[src/rtl/issue_pkg.sv]
`default_nettype none
// ============================================================================
// issue_pkg : shared constants and helpers for the issue control block.
// Rev 1.0
// ============================================================================
package issue_pkg;

  localparam logic [1:0] MEM_NONE  = 2'b00;
  localparam logic [1:0] MEM_LOAD  = 2'b01;
  localparam logic [1:0] MEM_STORE = 2'b10;

  localparam int ISSUE_W_DEFAULT  = 2;
  localparam int LOAD_LAT_DEFAULT = 2;

  // r0 is hardwired to zero, so it can never form a dependency.
  function automatic logic reg_match(input logic [4:0] a, input logic [4:0] b);
    return (a != 5'd0) && (a == b);
  endfunction

endpackage
`default_nettype wire

[src/rtl/issue_scoreboard.sv]
`default_nettype none
// ============================================================================
// issue_scoreboard : shift register of in-flight load destinations, with
// per-slot source-operand hit detection.
// Rev 1.0
// ============================================================================
module issue_scoreboard
  import issue_pkg::*;
#(
  parameter int ISSUE_W  = ISSUE_W_DEFAULT,
  parameter int LOAD_LAT = LOAD_LAT_DEFAULT
) (
  input  logic                 clk,
  input  logic                 resetn,
  input  logic                 shift_en,
  input  logic                 clear,
  input  logic                 load_vld,
  input  logic [4:0]           load_rd,
  input  logic [5*ISSUE_W-1:0] rs,
  input  logic [5*ISSUE_W-1:0] rt,
  output logic [ISSUE_W-1:0]   hit
);

  logic [LOAD_LAT-1:0]   vld_q, vld_d;
  logic [5*LOAD_LAT-1:0] rd_q, rd_d;

  always_comb begin
    vld_d = vld_q;
    rd_d  = rd_q;
    if (shift_en) begin
      for (int s = LOAD_LAT - 1; s > 0; s--) begin
        vld_d[s]        = vld_q[s-1];
        rd_d[5*s +: 5]  = rd_q[5*(s-1) +: 5];
      end
      vld_d[0]  = load_vld && (load_rd != 5'd0);
      rd_d[4:0] = load_rd;
    end
    // Clear wins over both shift and hold.
    if (clear) vld_d = '0;
  end

  always_comb begin
    hit = '0;
    for (int k = 0; k < ISSUE_W; k++) begin
      for (int s = 0; s < LOAD_LAT; s++) begin
        if (vld_q[s] && (reg_match(rd_q[5*s +: 5], rs[5*k +: 5]) ||
                         reg_match(rd_q[5*s +: 5], rt[5*k +: 5])))
          hit[k] = 1'b1;
      end
    end
  end

  always_ff @(posedge clk or negedge resetn) begin
    if (!resetn) begin
      vld_q <= '0;
      rd_q  <= '0;
    end else begin
      vld_q <= vld_d;
      rd_q  <= rd_d;
    end
  end

endmodule
`default_nettype wire

[src/rtl/issue_ctrl_n.sv]
`default_nettype none
// ============================================================================
// issue_ctrl_n : in-order multi-issue grant with load-use scoreboard and HILO
// interlock. Macro ISSUE_PERF_CNT_EN adds saturating performance counters.
// Rev 1.0
// ============================================================================
module issue_ctrl_n
  import issue_pkg::*;
#(
  parameter int ISSUE_W  = ISSUE_W_DEFAULT,
  parameter int LOAD_LAT = LOAD_LAT_DEFAULT,
  parameter int CNT_W    = 4
) (
  input  logic                         clk,
  input  logic                         resetn,
  input  logic [CNT_W-1:0]             fifo_cnt,
  input  logic                         stall,
  input  logic                         flush,
  input  logic [5*ISSUE_W-1:0]         inst_rs,
  input  logic [5*ISSUE_W-1:0]         inst_rt,
  input  logic [5*ISSUE_W-1:0]         inst_rd,
  input  logic [ISSUE_W-1:0]           inst_wb_en,
  input  logic [ISSUE_W-1:0]           inst_branch,
  input  logic [ISSUE_W-1:0]           inst_priv,
  input  logic [ISSUE_W-1:0]           inst_hilo,
  input  logic [ISSUE_W-1:0]           inst_mdiv,
  input  logic [2*ISSUE_W-1:0]         inst_mem_type,
  input  logic                         div_done,
  output logic [ISSUE_W-1:0]           issue_en,
  output logic [$clog2(ISSUE_W+1)-1:0] issue_cnt
`ifdef ISSUE_PERF_CNT_EN
  ,
  output logic [31:0]                  perf_full_cnt,
  output logic [31:0]                  perf_hazard_cnt
`endif
);

  localparam int CW = $clog2(ISSUE_W + 1);

  logic               hilo_busy_q, hilo_busy_d;
  logic [ISSUE_W-1:0] sb_hit;
  logic               load_vld;
  logic [4:0]         load_rd;
  logic               mdiv_issue;
  logic [31:0]        fifo_ext;
  logic               any_priv, any_mem, any_hilo, slot_ok;
  logic [4:0]         rs_k, rt_k, rd_j;

  assign fifo_ext = 32'(fifo_cnt);

  issue_scoreboard #(
    .ISSUE_W  (ISSUE_W),
    .LOAD_LAT (LOAD_LAT)
  ) u_scoreboard (
    .clk      (clk),
    .resetn   (resetn),
    .shift_en (!stall),
    .clear    (flush),
    .load_vld (load_vld),
    .load_rd  (load_rd),
    .rs       (inst_rs),
    .rt       (inst_rt),
    .hit      (sb_hit)
  );

  // Grant is built slot by slot so each slot sees the accumulated state of the older ones.
  always_comb begin
    issue_en = '0;
    any_priv = 1'b0;
    any_mem  = 1'b0;
    any_hilo = 1'b0;
    slot_ok  = 1'b0;
    rs_k     = '0;
    rt_k     = '0;
    rd_j     = '0;
    for (int k = 0; k < ISSUE_W; k++) begin
      rs_k    = inst_rs[5*k +: 5];
      rt_k    = inst_rt[5*k +: 5];
      slot_ok = (fifo_ext > 32'(k)) && !stall && !flush && !sb_hit[k] &&
                !(inst_hilo[k] && hilo_busy_q);
      if (k > 0) begin
        slot_ok = slot_ok && issue_en[k-1] && !inst_branch[k] && !inst_priv[k] && !any_priv &&
                  !(any_mem && (inst_mem_type[2*k +: 2] != MEM_NONE)) &&
                  !(any_hilo && inst_hilo[k]);
        for (int j = 0; j < k; j++) begin
          rd_j = inst_rd[5*j +: 5];
          if (inst_wb_en[j] && (reg_match(rd_j, rs_k) || reg_match(rd_j, rt_k)))
            slot_ok = 1'b0;
        end
      end
      issue_en[k] = slot_ok;
      any_priv    = any_priv | inst_priv[k];
      any_mem     = any_mem | (inst_mem_type[2*k +: 2] != MEM_NONE);
      any_hilo    = any_hilo | inst_hilo[k];
    end
  end

  always_comb begin
    load_vld   = 1'b0;
    load_rd    = '0;
    mdiv_issue = 1'b0;
    issue_cnt  = '0;
    for (int k = 0; k < ISSUE_W; k++) begin
      if (issue_en[k]) begin
        issue_cnt  = issue_cnt + CW'(1);
        mdiv_issue = mdiv_issue | inst_mdiv[k];
        if (inst_mem_type[2*k +: 2] == MEM_LOAD) begin
          load_vld = 1'b1;
          load_rd  = inst_rd[5*k +: 5];
        end
      end
    end
    hilo_busy_d = hilo_busy_q;
    if (mdiv_issue)    hilo_busy_d = 1'b1;
    else if (div_done) hilo_busy_d = 1'b0;
  end

  always_ff @(posedge clk or negedge resetn) begin
    if (!resetn) hilo_busy_q <= 1'b0;
    else         hilo_busy_q <= hilo_busy_d;
  end

`ifdef ISSUE_PERF_CNT_EN
  logic [31:0] perf_full_q, perf_full_d, perf_hazard_q, perf_hazard_d;

  always_comb begin
    perf_full_d   = perf_full_q;
    perf_hazard_d = perf_hazard_q;
    if ((issue_cnt == CW'(ISSUE_W)) && (perf_full_q != 32'hFFFF_FFFF))
      perf_full_d = perf_full_q + 32'd1;
    if ((fifo_ext != 32'd0) && !stall && !flush && (issue_cnt == '0) &&
        (perf_hazard_q != 32'hFFFF_FFFF))
      perf_hazard_d = perf_hazard_q + 32'd1;
  end

  always_ff @(posedge clk or negedge resetn) begin
    if (!resetn) begin
      perf_full_q   <= '0;
      perf_hazard_q <= '0;
    end else begin
      perf_full_q   <= perf_full_d;
      perf_hazard_q <= perf_hazard_d;
    end
  end

  assign perf_full_cnt   = perf_full_q;
  assign perf_hazard_cnt = perf_hazard_q;
`endif

endmodule
`default_nettype wire

[config.mk]
export PLATFORM = sky130hd
export DESIGN_NAME = issue_ctrl_n
export DESIGN_NICKNAME = d
export VERILOG_FILES = /design/src/rtl/issue_pkg.sv /design/src/rtl/issue_scoreboard.sv /design/src/rtl/issue_ctrl_n.sv
export SDC_FILE = /design/constraint.sdc
export NUM_CORES = 1
export LEC_CHECK = 0
export ABC_AREA = 0
export CORE_MARGIN = 1
export CORE_UTILIZATION = 40
export CTS_CLUSTER_DIAMETER = 30
export DETAILED_ROUTE_END_ITERATION = 16
export PLACE_DENSITY = 0.82
export RECOVER_POWER = 100
export SLEW_MARGIN = 10
export SYNTH_ARGS = -nofsm -noshare
export SYNTH_HDL_FRONTEND = slang
export SYNTH_SLANG_ARGS = --single-unit
[constraint.sdc]
create_clock -name clk -period 2.7 [get_ports clk]
set_input_delay 0.54 -clock clk [delete_from_list [all_inputs] [get_ports clk]]
set_output_delay 0.54 -clock clk [all_outputs]
set_load 0.005 [all_outputs]
# After elaboration in Yosys (flattened, before gate mapping)
# Cells that the tools add are included.
[word_totals]
register_bits = 13
latchBits = 0
mem_bits_rw = 0
romBits = 0
in_bits = 53
out_inout_bits = 4
wordCells = 98
mem_count = 0
[classes]
add_sub_neg = 1
mul = 0
div_mod_pow = 0
order_cmp = 2
eq_ne = 13
shift = 0
muxes = 21
n_bitwise = 1
n_reduce_logical = 57
[op_table]
columns = ["cell", "n"]
rows = [
  ["5-bit == test", 10],
  ["1-bit logical AND", 34],
  ["5-bit two-way mux", 4],
  ["5-bit nonzero test", 4],
  ["1-bit two-way mux", 14],
  ["1-bit logical NOT", 11],
  ["4-bit by 1-bit > comparator with 1-bit output (second input constant)", 2],
  ["2-bit two-way mux", 3],
  ["2-bit nonzero test", 3],
  ["1-bit logical OR", 5],
  ["2-bit by 1-bit == test with 1-bit output (second input constant)", 2],
  ["1-bit by 1-bit adder with 2-bit output (second input constant)", 1],
  ["2-bit by 1-bit != test with 1-bit output (second input constant)", 1],
  ["1-bit bitwise OR", 1],
]

# Depth between registers and ports, before layout
# Gate-level depths: netlist (run 1).
[logic_depth]
depth_word = 21
depth_mapped = 8
depth_no_buf = 7

# Modules after synthesis
# Synthesis (run 1) repeated with hierarchy kept, for this count alone.
[hier_totals]
cells_unflattened = 152
hier_area_um2 = 1411.4
[by_module_without_submodules]
columns = ["mod", "instances", "cells_each", "area_per_inst_um2", "seq_area_each_um2"]
rows = [
  ["issue_scoreboard", 1, 105, 1032.2, 300.3],
  ["issue_ctrl_n", 1, 47, 379.1, 25.0],
]

# Worst setup path after synthesis (run 1)
# Ideal clock, no wire load.
[synth_timing]
path_kind = "register to output"
from = "reg u_scoreboard.rd_q[5]"
to = "out issue_cnt[0]"
t_arrival_ns = 1.958
required_time_ns = 2.160
setup_slack_ns = 0.202
stages_incl_launch_ff = 8
n_path_buf = 1
path_cell_list = "dfrtp_1 -> buf_6 -> or4_1 -> o21a_1 -> a22oi_4 -> nand4_4 -> inv_1 -> ha_1"
[synth_between]
elab_chain_len = 16
word_cells_on_any_way = 31
classes_between = "add/sub (1); eq/ne (4); mux (5); reduce/logical (21)"
[synth_lines]
columns = ["element", "line", "text"]
rows = [
  ["from (decl)", "issue_scoreboard.sv:25", "logic [5*LOAD_LAT-1:0] rd_q, rd_d;"],
  ["from (signal assigned)", "issue_scoreboard.sv:59", "rd_q <= rd_d;"],
  ["5-bit == test / 5-bit nonzero test (equally long branches)", "issue_pkg.sv:17", "return (a != 5'd0) && (a == b);"],
  ["1-bit logical AND", "issue_pkg.sv:17", ""],
  ["1-bit logical OR", "issue_scoreboard.sv:46", "if (vld_q[s] && (reg_match(rd_q[5*s +: 5], rs[5*k +: 5]) ||"],
  ["1-bit logical AND", "issue_scoreboard.sv:46", ""],
  ["1-bit two-way mux", "issue_scoreboard.sv:46", ""],
  ["1-bit logical NOT", "issue_ctrl_n.sv:79", "slot_ok = (fifo_ext > 32'(k)) && !stall && !flush && !sb_hit[k] &&"],
  ["1-bit logical AND (2 in series)", "issue_ctrl_n.sv:79", ""],
  ["1-bit logical AND * (5 in series)", "issue_ctrl_n.sv:82", "slot_ok = slot_ok && issue_en[k-1] && !inst_branch[k] && !inst_priv[k] && !any_priv &&"],
  ["1-bit logical AND *", "issue_ctrl_n.sv:83", "!(any_mem && (inst_mem_type[2*k +: 2] != MEM_NONE)) &&"],
  ["1-bit two-way mux *", "issue_ctrl_n.sv:87", "if (inst_wb_en[j] && (reg_match(rd_j, rs_k) || reg_match(rd_j, rt_k)))"],
  ["via slot_ok", "issue_ctrl_n.sv:46", "logic any_priv, any_mem, any_hilo, slot_ok;"],
  ["2-bit two-way mux *", "issue_ctrl_n.sv:104", "if (issue_en[k]) begin"],
  ["to (decl)", "issue_ctrl_n.sv:30", "output logic [$clog2(ISSUE_W+1)-1:0] issue_cnt"],
]
# Mark *: on every way through the listed nets, which the timed path passes. The rest lies on a longest branch.

# Worst setup path in the final report (run 1)
[layout_timing]
from = "reg u_scoreboard.rd_q[0]"
to = "out issue_cnt[0]"
[layout_between]
elab_chain_len = 17
word_cells_on_any_way = 33
classes_between = "add/sub (1); eq/ne (4); mux (7); reduce/logical (21)"
[layout_lines]
columns = ["element", "line"]
rows = [
  ["5-bit == test / 5-bit nonzero test (equally long branches)", "issue_pkg.sv:17"],
  ["1-bit logical AND", "issue_pkg.sv:17"],
  ["1-bit logical OR", "issue_scoreboard.sv:46"],
  ["1-bit logical AND", "issue_scoreboard.sv:46"],
  ["1-bit two-way mux (2 in series)", "issue_scoreboard.sv:46"],
  ["1-bit logical NOT", "issue_ctrl_n.sv:79"],
  ["1-bit logical AND (2 in series)", "issue_ctrl_n.sv:79"],
  ["1-bit logical AND (5 in series)", "issue_ctrl_n.sv:82"],
  ["1-bit logical AND", "issue_ctrl_n.sv:83"],
  ["1-bit two-way mux", "issue_ctrl_n.sv:87"],
  ["2-bit two-way mux *", "issue_ctrl_n.sv:104"],
]
# Every way passes the cells marked *; elsewhere a longest branch is shown, timed or not.

==> metrics.txt, run 1 <==
status complete, but fails checks; failing checks setup timing; min cycle time layout 2740 ps; vias in the first global route 1,356; all-layer global routing usage 22.0%; Remaining DRCs 0; clk_skew 4.10 ps; routability cong. between 0.8 and 0.9; Initial Utilization 42.1%; clk slew on worst S/H paths around 80 ps; Core Region 3340 um2; WL/cell 13.7 um; Worst Path Required 2160 ps; final hold violations 0; #FFs+latches synth 13; PwrDens 263 nW/um2; Worst Hold Class reg2reg; Power, Total 0.000582 W; Post-Syn Area 1400 um2; Detailed Route Iter0 Violations 54; CTS root buf clkbuf_4; placed cell area 2120 um2; Seq/Total Area, Yosys a little under a quarter; Initial DRT Pass Iterations 4; worst skew pair latency 270 ps; flop2flop setup slack 730 ps; CTS H-tree depth 1; Final Util 66.4%; Synth-to-Final Area Change 57.8%; power share of the combinational group between 40% and 50%; Synth Area per Inst roughly 8.5 um2; Fin Hold WS 546 ps; fmax ~370 MHz; Sequential Power Share 36.2%; startpoint types flip-flop; period utilization 101%; first-pass GRT wire length 6.01 mm; CP max stage delay 540 ps; num rows 21; Worst setup EP type output pin; asr flop ratio synth 100%; Final Net Count between 200 and 300; Die H 61.2 um; RSZ-0062 raised after global routing yes; Max IR drop VDD 0.195 mV; final antenna-violating net count 0; Crit-path slowest cell or4_4; Crit path arrival time around 2200 ps; crit path kind reg2out; count of final setup violators 1; Die Wd slightly above 60 um; IO Count 57; sw frac 30.3%; clock share of power 19.9%; MaxCap Viol Count 0; fill count about 300; largest net degree at the start of global routing 14; Max Transition Viols Final 0; Mapped Nets 220; Slew HR 62.0%; Max Buffers Root-to-Sink 2; Psw 0.000176 W; initial antenna violation count 0; HPWL Detailed between 3 and 4 mm; Inserted Diodes 0; worst slew pin tran 569 ps; Yosys warning count 0; Post-synth EDFFs 0; total grt overflow 0; die area 3750 um2; CTS Buf Count 3; share of the synthesized area in the top cell type 31.2%; via count 1,443; Routed WL 3.94 mm; CTS tree yes; Int Power 0.000406 W; fin area roughly 2200 um2; setup slack after layout -36.9 ps; dpl cells around 280; area leader, netlist xnor2_1; Most used DFF post-synth dfrtp_1; Netlist cell types 31; critical-path cell list or4_4 > o21a_4 > a32oi_4 > nand4_4 > inv_2 > ha_4 > clkbuf_2; port buffer count between 50 and 60; Cells after Synth 166; top cells by area, synth xnor2_1 31%, dfrtp_1 23%, nand2_1 6.1%, mux2_2 4.0%, nand3_1 3.6%; leakage power 0.894 nW; CTS Sinks 13; drt via density 5.03; Finished Layout Cells 287; worst-path fanout max 2; layout cell share with drive strength beyond 1 22.8%
registers in the layout (all words and copies together), names as in the netlist:
signal / flops
hilo_busy_q: 1
u_scoreboard.vld_q: 2
u_scoreboard.rd_q: 10
cell type report:
| cell class | count | area [um2] | share of cell area (%) |
|---|---|---|---|
| inverters | 3 | 11.3 | 0.508 |
| repair buffers | 83 | 731 | 33.0 |
| clock inverters | 1 | 5.00 | 0.226 |
| clock buffers | 3 | 22.5 | 1.02 |
| multi-input cells | 138 | 1060 | 48.0 |
| flip-flops and latches | 13 | 325 | 14.7 |
| well taps | 46 | 57.6 | 2.60 |
logic make-up (layout without fill, tap and decap cells):
group	count (synthesis)	in the layout	share of synthesized area, %
flip-flops	13	13	23.2
AND/OR/NAND/NOR	52	52	18.0
AO/OA/AOI/OAI	29	29	16.6
adder cells (fa/ha/maj)	1	1	0.891
multiplexers	6	6	4.72
buffers and inverters	15	90	5.44
XOR/XNOR	50	50	31.2
cells in the final DEF (no fill, tap or decap), types with 2 or more instances in the layout:
master           instances
clkbuf_4                 3
o22ai_2                  3
xnor2_1                 50
dfrtp_1                 13
o22ai_1                  4
nand2_1                 22
nor2_1                   9
dlygate4sd2_1           19
inv_2                    2
or4_1                    2
a32oi_1                  5
o21ai_0                  2
clkdlybuf4s50_1         29
nor3_1                   2
dlygate4sd3_1            2
mux2_2                   5
nand3_1                 10
buf_4                   30
o21ai_1                  6
worst paths after layout:
check / to / depth (start not counted) / start
max in group asynchronous: u_scoreboard.rd_q[4] / 1 / resetn
min reg2reg: u_scoreboard.vld_q[1] / 2 / u_scoreboard.vld_q[1]
max: issue_cnt[0] / 7 / u_scoreboard.rd_q[0]
min in group asynchronous: u_scoreboard.vld_q[1] / 1 / resetn
max reg2reg: hilo_busy_q / 7 / u_scoreboard.rd_q[0]
min: u_scoreboard.vld_q[1] / 2 / u_scoreboard.vld_q[1]
stage by stage:
step	setup TNS, ps	worst slack [ps]
after detailed placement	-1580	-535
after floorplan	0	202
after global placement	-1460	-501
final	-36.9	-36.9
after global routing	-228	-117
after CTS	-254	-158
power groups by stage:
stage,registers (W),clock network (W),logic [W]
after global routing,0.000211,0.000128,0.000278
after floorplan,0.000209,0,0.000121
after CTS,0.000210,0.000117,0.000255
after detailed placement,0.000214,0,0.000254
final,0.000211,0.000115,0.000256
after global placement,0.000213,0,0.000250
what timing repair did:
| item | 4_1_cts | 5_1_grt |
|---|---|---|
| endpoints found under the setup margin | 4 | 3 |
| setup buffers | 4 | 0 |
| resized for setup | 36 | 7 |
| hold buffers | 0 | 0 |
| pin swaps | 6 | 5 |
worst max-delay path, delay by kind of cell (launching register included):
kind	cells	cell delay (ps)
AO/OA/AOI/OAI	2	480
flip-flops	1	390
buffers and inverters	2	200
AND/OR/NAND/NOR	2	670
adder cells (fa/ha/maj)	1	190
per-layer routing:
metal,track usage (%),wire (um)
met1,27.4,1690
met2,39.3,2070
met3,2.73,159
met4,7.47,25
met5,0,0
synthesized netlist by cell type (all sizes together), types with 2 or more instances:
cell,n
a21oi,2
buf,7
dfrtp,13
mux2,5
nand2,23
nand3,10
nor2,9
inv,3
nor3,2
o21a,2
nand4,2
xnor2,50
o22ai,7
clkbuf,5
or4,3
o21ai,8
a32oi,6
No activity file was read; power rests on OpenSTA's default activity.
==> run 2, diff against run 1 <==
--- a/config.mk
+++ b/config.mk
@@ -11,7 +11,7 @@
 export CTS_CLUSTER_DIAMETER = 30
 export DETAILED_ROUTE_END_ITERATION = 16
 export PLACE_DENSITY = 0.82
-export RECOVER_POWER = 100
+export RECOVER_POWER = 25
 export SLEW_MARGIN = 10
 export SYNTH_ARGS = -nofsm -noshare
 export SYNTH_HDL_FRONTEND = slang
==> metrics.txt, run 2 (synthesis gave the netlist of run 1 again) <==
status complete, but fails checks; failing checks setup timing; Routed WL 3.95 mm; via count between 1k and 1.5k; Max IR drop VDD 0.195 mV; CP delay by family, top simple AND/OR/NAND/NOR gates; Worst Path Required 2160 ps; startpoint types flip-flop; drt via density ~5; Max Buffers Root-to-Sink 2; PwrDens 263 nW/um2; Place WS -535 ps; die area 3750 um2; Max Transition Viols Final 0; vias in the first global route 1,356; Crit path arrival time 2200 ps; Slew HR 62.2%; min cycle time layout roughly 2700 ps; Die Wd 61.2 um; final hold violations 0; CTS Sinks 13; Core Region 3340 um2; commonest non-fill, non-tap cells in the layout 50 x xnor2_1, 30 x clkdlybuf4s50_1, 30 x buf_4, 22 x nand2_1, 19 x dlygate4sd2_1; Die H 61.2 um; HPWL Detailed 3.13 mm; initial antenna violation count 0; dpl cells around 280; period utilization 101%; buffers and inverters on the worst path 2; worst-path fanout max 2; num rows 21; Worst Hold Class reg2reg; Fin Hold WS around 550 ps; all-layer global routing usage 22.0%; max reg flops 10; commonest non-fill, non-tap cell in the layout xnor2_1; WL/cell 13.8 um; routability cong. 0.897; Top reg by flops u_scoreboard.rd_q; Synth-to-Final Area Change 57.8%; Final Net Count 296; port buffer count 54; setup slack after layout -37.1 ps; Remaining DRCs 0; clk_skew approximately 3.6 ps; clk slew on worst S/H paths 80 ps; worst slew pin tran between 500 and 600 ps; CP max stage delay 540 ps; leakage power 0.894 nW; IO Count 57; leading registers by flop count u_scoreboard.rd_q x10, u_scoreboard.vld_q x2, hilo_busy_q x1; total grt overflow 0; count of final setup violators 1; final antenna-violating net count 0; Initial Utilization 42.1%; crit path kind reg2out; Detailed Route Iter0 Violations 52; fmax 365 MHz; layout cell share with drive strength beyond 1 22.8%; flop2flop setup slack 730 ps; worst skew pair latency 270 ps; Initial DRT Pass Iterations 6; Crit-path slowest cell or4_4; RSZ-0062 raised after global routing yes; largest net degree at the start of global routing 14; setup TNS -37.1 ps; MaxCap Viol Count 0; Inserted Diodes 0; CTS tree yes; Finished Layout Cells between 200 and 300; CTS root buf clkbuf_4; first-pass GRT wire length 6.01 mm; CTS H-tree depth 1; critical-path cell list or4_4 > o21a_4 > a32oi_4 > nand4_4 > inv_2 > ha_4 > clkbuf_2; Worst setup EP type output pin; CTS Buf Count 3
==> run 2: cell count changes in the layout (fill, tap and decap cells not counted), sizes merged <==
cell           previous run  this run
clkdlybuf4s50            29        30
dlygate4sd3               2         1
==> run 2: metrics by stage <==
step	cell area [um2]	power (W)	util [%]
final	2210	0.000582	66.4
after global routing	2210	0.000618	66.4
after CTS	2200	0.000582	66.0
after detailed placement	2120	0.000467	63.7
after global placement	2120	0.000464	63.7
after floorplan	1400	0.000330	-
==> run 2: path summary, 6_finish.rpt <==
| path | from | end | cells after the start |
|---|---|---|---|
| setup reg to reg | u_scoreboard.rd_q[0] | hilo_busy_q | 7 |
| hold / removal | u_scoreboard.vld_q[1] | u_scoreboard.vld_q[1] | 2 |
| hold reg to reg | u_scoreboard.vld_q[1] | u_scoreboard.vld_q[1] | 2 |
| setup / recovery | u_scoreboard.rd_q[0] | issue_cnt[0] | 7 |
| max in group asynchronous | resetn | u_scoreboard.rd_q[4] | 1 |
| min in group asynchronous | resetn | u_scoreboard.vld_q[1] | 1 |
==> run 2: layout make-up <==
| type | instances | area (um2) |
|---|---|---|
| Tap cell | 46 | 57.6 |
| Sequential cell | 13 | 325 |
| Multi-Input combinational cell | 138 | 1060 |
| Timing Repair Buffer | 83 | 731 |
| Clock inverter | 1 | 5.00 |
| Inverter | 3 | 11.3 |
| Fill cell | 298 | 1120 |
| Clock buffer | 3 | 22.5 |
==> run 2: routing by layer <==
layer | GRT usage, % | vias to the layer above | wire length [um]
li1 | - | 727 | -
met1 | 27.4 | 673 | 1700
met2 | 39.3 | 40 | 2050
met3 | 2.73 | 6 | 160
met4 | 7.47 | 0 | 43
met5 | 0 | - | 0
==> run 2: power breakdown <==
| part | internal [W] | switching [W] | leakage, nW |
|---|---|---|---|
| clock | 0.0000547 | 0.0000611 | 0.0177 |
| combinational | 0.000149 | 0.000107 | 0.698 |
| sequential | 0.000202 | 0.00000826 | 0.178 |
| total | 0.000406 | 0.000177 | 0.894 |
==> run 2: repair_timing <==
action,in CTS,in global routing
setup buffers,4,0
gates resized for setup,36,7
setup endpoints to repair,4,3
hold buffers,0,0
pin swaps,6,5
==> run 2: worst register-to-register path, cell delays in order, from the launching register on <==
cell     delay [ps]
dfrtp_1         390
or4_4           540
o21a_4          260
a22oi_4         220
nand2_2         110
buf_4           160
buf_4           120
o22ai_1         110
==> run 3, diff against run 2 <==
--- a/config.mk
+++ b/config.mk
@@ -11,7 +11,6 @@
 export CTS_CLUSTER_DIAMETER = 30
 export DETAILED_ROUTE_END_ITERATION = 16
 export PLACE_DENSITY = 0.82
-export RECOVER_POWER = 25
 export SLEW_MARGIN = 10
 export SYNTH_ARGS = -nofsm -noshare
 export SYNTH_HDL_FRONTEND = slang
==> constraint.sdc (replaced) <==
create_clock -name clk -period 2.6 [get_ports clk]
set_input_delay 0.52 -clock clk [delete_from_list [all_inputs] [get_ports clk]]
set_output_delay 0.52 -clock clk [all_outputs]
set_load 0.005 [all_outputs]
==> metrics.txt, run 3 (synthesis gave the netlist of run 1 again) <==
Die Wd slightly above 60 um; initial antenna violation count 0; RSZ-0062 raised after global routing yes; CTS H-tree depth 1; CTS Buf Count 3; failing checks setup timing; via count 1,455; Worst setup EP type output pin; Max IR drop VDD 0.265 mV; count of final setup violators 3; Core Region 3340 um2; Worst Path Required 2080 ps; Die H slightly above 60 um; worst slew pin tran 552 ps; critical-path cell list or4_1 > o21a_1 > buf_6 > a21oi_4 > nand4_4 > inv_2 > ha_4 > buf_6; CP delay by family, top simple AND/OR/NAND/NOR gates; min cycle time layout 2730 ps; worst skew pair latency about 270 ps; IO Count 57; layout cell share with drive strength beyond 1 approximately 24%; worst-path fanout max 2; CTS Sinks 13; Slew HR a little over three fifths; HPWL Detailed 3.32 mm; RR Endpoint hilo_busy_q; Synth-to-Final Area Change 62.6%; startpoint types flip-flop; CTS tree yes; R2R depth 8; routability cong. 0.857; WL/cell approximately 14 um; Max Transition Viols Final 0; max reg flops 10; Initial Utilization 42.1%; Place WS -616 ps; final antenna-violating net count 0; Detailed Route Iter0 Violations between 40 and 50; Remaining DRCs 0; clock share of power a little under a fifth; Most common cell on crit path buf_6; MaxCap Viol Count 0; Initial DRT Pass Iterations 4; clk_skew 3.53 ps; drt via density ~5.0; port buffer count 54; fmax 367 MHz; leading registers by flop count u_scoreboard.rd_q x10, u_scoreboard.vld_q x2, hilo_busy_q x1; crit path kind reg2out; vias in the first global route 1,432; final hold violations 0; Sequential Power Share around 36%; commonest non-fill, non-tap cells in the layout 50 x xnor2_1, 32 x clkdlybuf4s50_1, 30 x buf_4, 22 x nand2_1, 16 x dlygate4sd2_1; CTS root buf clkbuf_4; Routed WL 4.18 mm; period utilization 105%; Crit path arrival time 2210 ps; worst reg2reg startpoint u_scoreboard.rd_q[5]; Psw between 0.00015 and 0.0002 W; CP max stage delay 520 ps; Inserted Diodes 0; power share of the combinational group 45.3%; Finished Layout Cells 291; num rows 21; first-pass GRT wire length approximately 6.4 mm; flop2flop setup slack 620 ps; Crit-path slowest cell or4_1; leakage power 0.925 nW; Final Net Count 300; clk slew on worst S/H paths 70 ps; Top reg by flops u_scoreboard.rd_q; hold_sp u_scoreboard.vld_q[1]; status complete, but fails checks; largest net degree at the start of global routing 14; setup slack after layout -126 ps; PwrDens 269 nW/um2; commonest non-fill, non-tap cell in the layout xnor2_1; Min-Delay Endpoint u_scoreboard.vld_q[1]; sw frac 30.1%; Max Buffers Root-to-Sink 2; buffers and inverters on the worst path 3; Worst Hold Class reg2reg; all-layer global routing usage 23.7%; Int Power 0.000430 W; die area 3750 um2; dpl cells 283; Worst setup startpoint u_scoreboard.rd_q[5]; hold path depth 2; total grt overflow 0
## run 3: cell types whose count changed in the layout (fill, tap and decap cells not counted), sizes merged
cell           delta
buf               +6
dlygate4sd3       -1
dlygate4sd2       -3
dlymetal6s2s      +1
clkinv            -1
clkdlybuf4s50     +2
## run 3: power groups by stage
stage / Sequential (W) / Combinational (W) / Clock (W)
2_1_floorplan: 0.000217 / 0.000126 / 0
3_3_place_gp: 0.000221 / 0.000265 / 0
3_5_place_dp: 0.000222 / 0.000271 / 0
4_1_cts: 0.000218 / 0.000277 / 0.000123
5_1_grt: 0.000219 / 0.000300 / 0.000137
6_report: 0.000218 / 0.000278 / 0.000118
## run 3: per-stage QoR
| step | TNS (ps) | utilization, % | hold WS (ps) | power, W | instance area, um2 |
|---|---|---|---|---|---|
| global placement | -1830 | 64.6 | 510 | 0.000486 | 2150 |
| detailed placement | -1980 | 64.6 | 550 | 0.000493 | 2150 |
| floorplan | 0 | - | 224 | 0.000343 | 1400 |
| finish | -249 | 68.4 | 567 | 0.000614 | 2280 |
| global route | -539 | 68.4 | 617 | 0.000655 | 2280 |
| CTS | -368 | 68.2 | 573 | 0.000618 | 2280 |
## run 3: metal layers
metal	part of all wire, %	vias up	track usage, %
met4	1.0	0	7.79
met2	52	45	42.9
met1	43	670	28.1
li1	-	734	-
met3	4.3	6	4.41
met5	0	-	0
## run 3: worst max path at each step
stage / end / slack, ps / cells after the start
CTS: issue_cnt[0] / -160 / 8
global placement: issue_cnt[0] / -590 / 9
finish: issue_cnt[0] / -130 / 8
global route: issue_cnt[0] / -210 / 8
detailed placement: issue_cnt[0] / -620 / 9
floorplan: issue_cnt[0] / 120 / 7
## run 3: timing repair
| item | 4_1_cts | 5_1_grt |
|---|---|---|
| endpoints found under the hold margin | 0 | 0 |
| setup buffers | 5 | 1 |
| gates resized for setup | 52 | 3 |
| endpoints found under the setup margin | 4 | 4 |
| pin swaps | 8 | 5 |
| hold buffers | 0 | 0 |
## run 3: worst min-delay path, stage by stage (launching register included)
cell and delay [ps]:
dfrtp_1 360, mux2i_1 90, nor2_1 80
## run 3: area by class of cell
cell class | count | area [um2]
Inverter | 3 | 11.3
Clock buffer | 4 | 26.3
Timing Repair Buffer | 87 | 790
Tap cell | 46 | 57.6
Sequential cell | 13 | 325
Fill cell | 280 | 1050
Multi-Input combinational cell | 138 | 1070
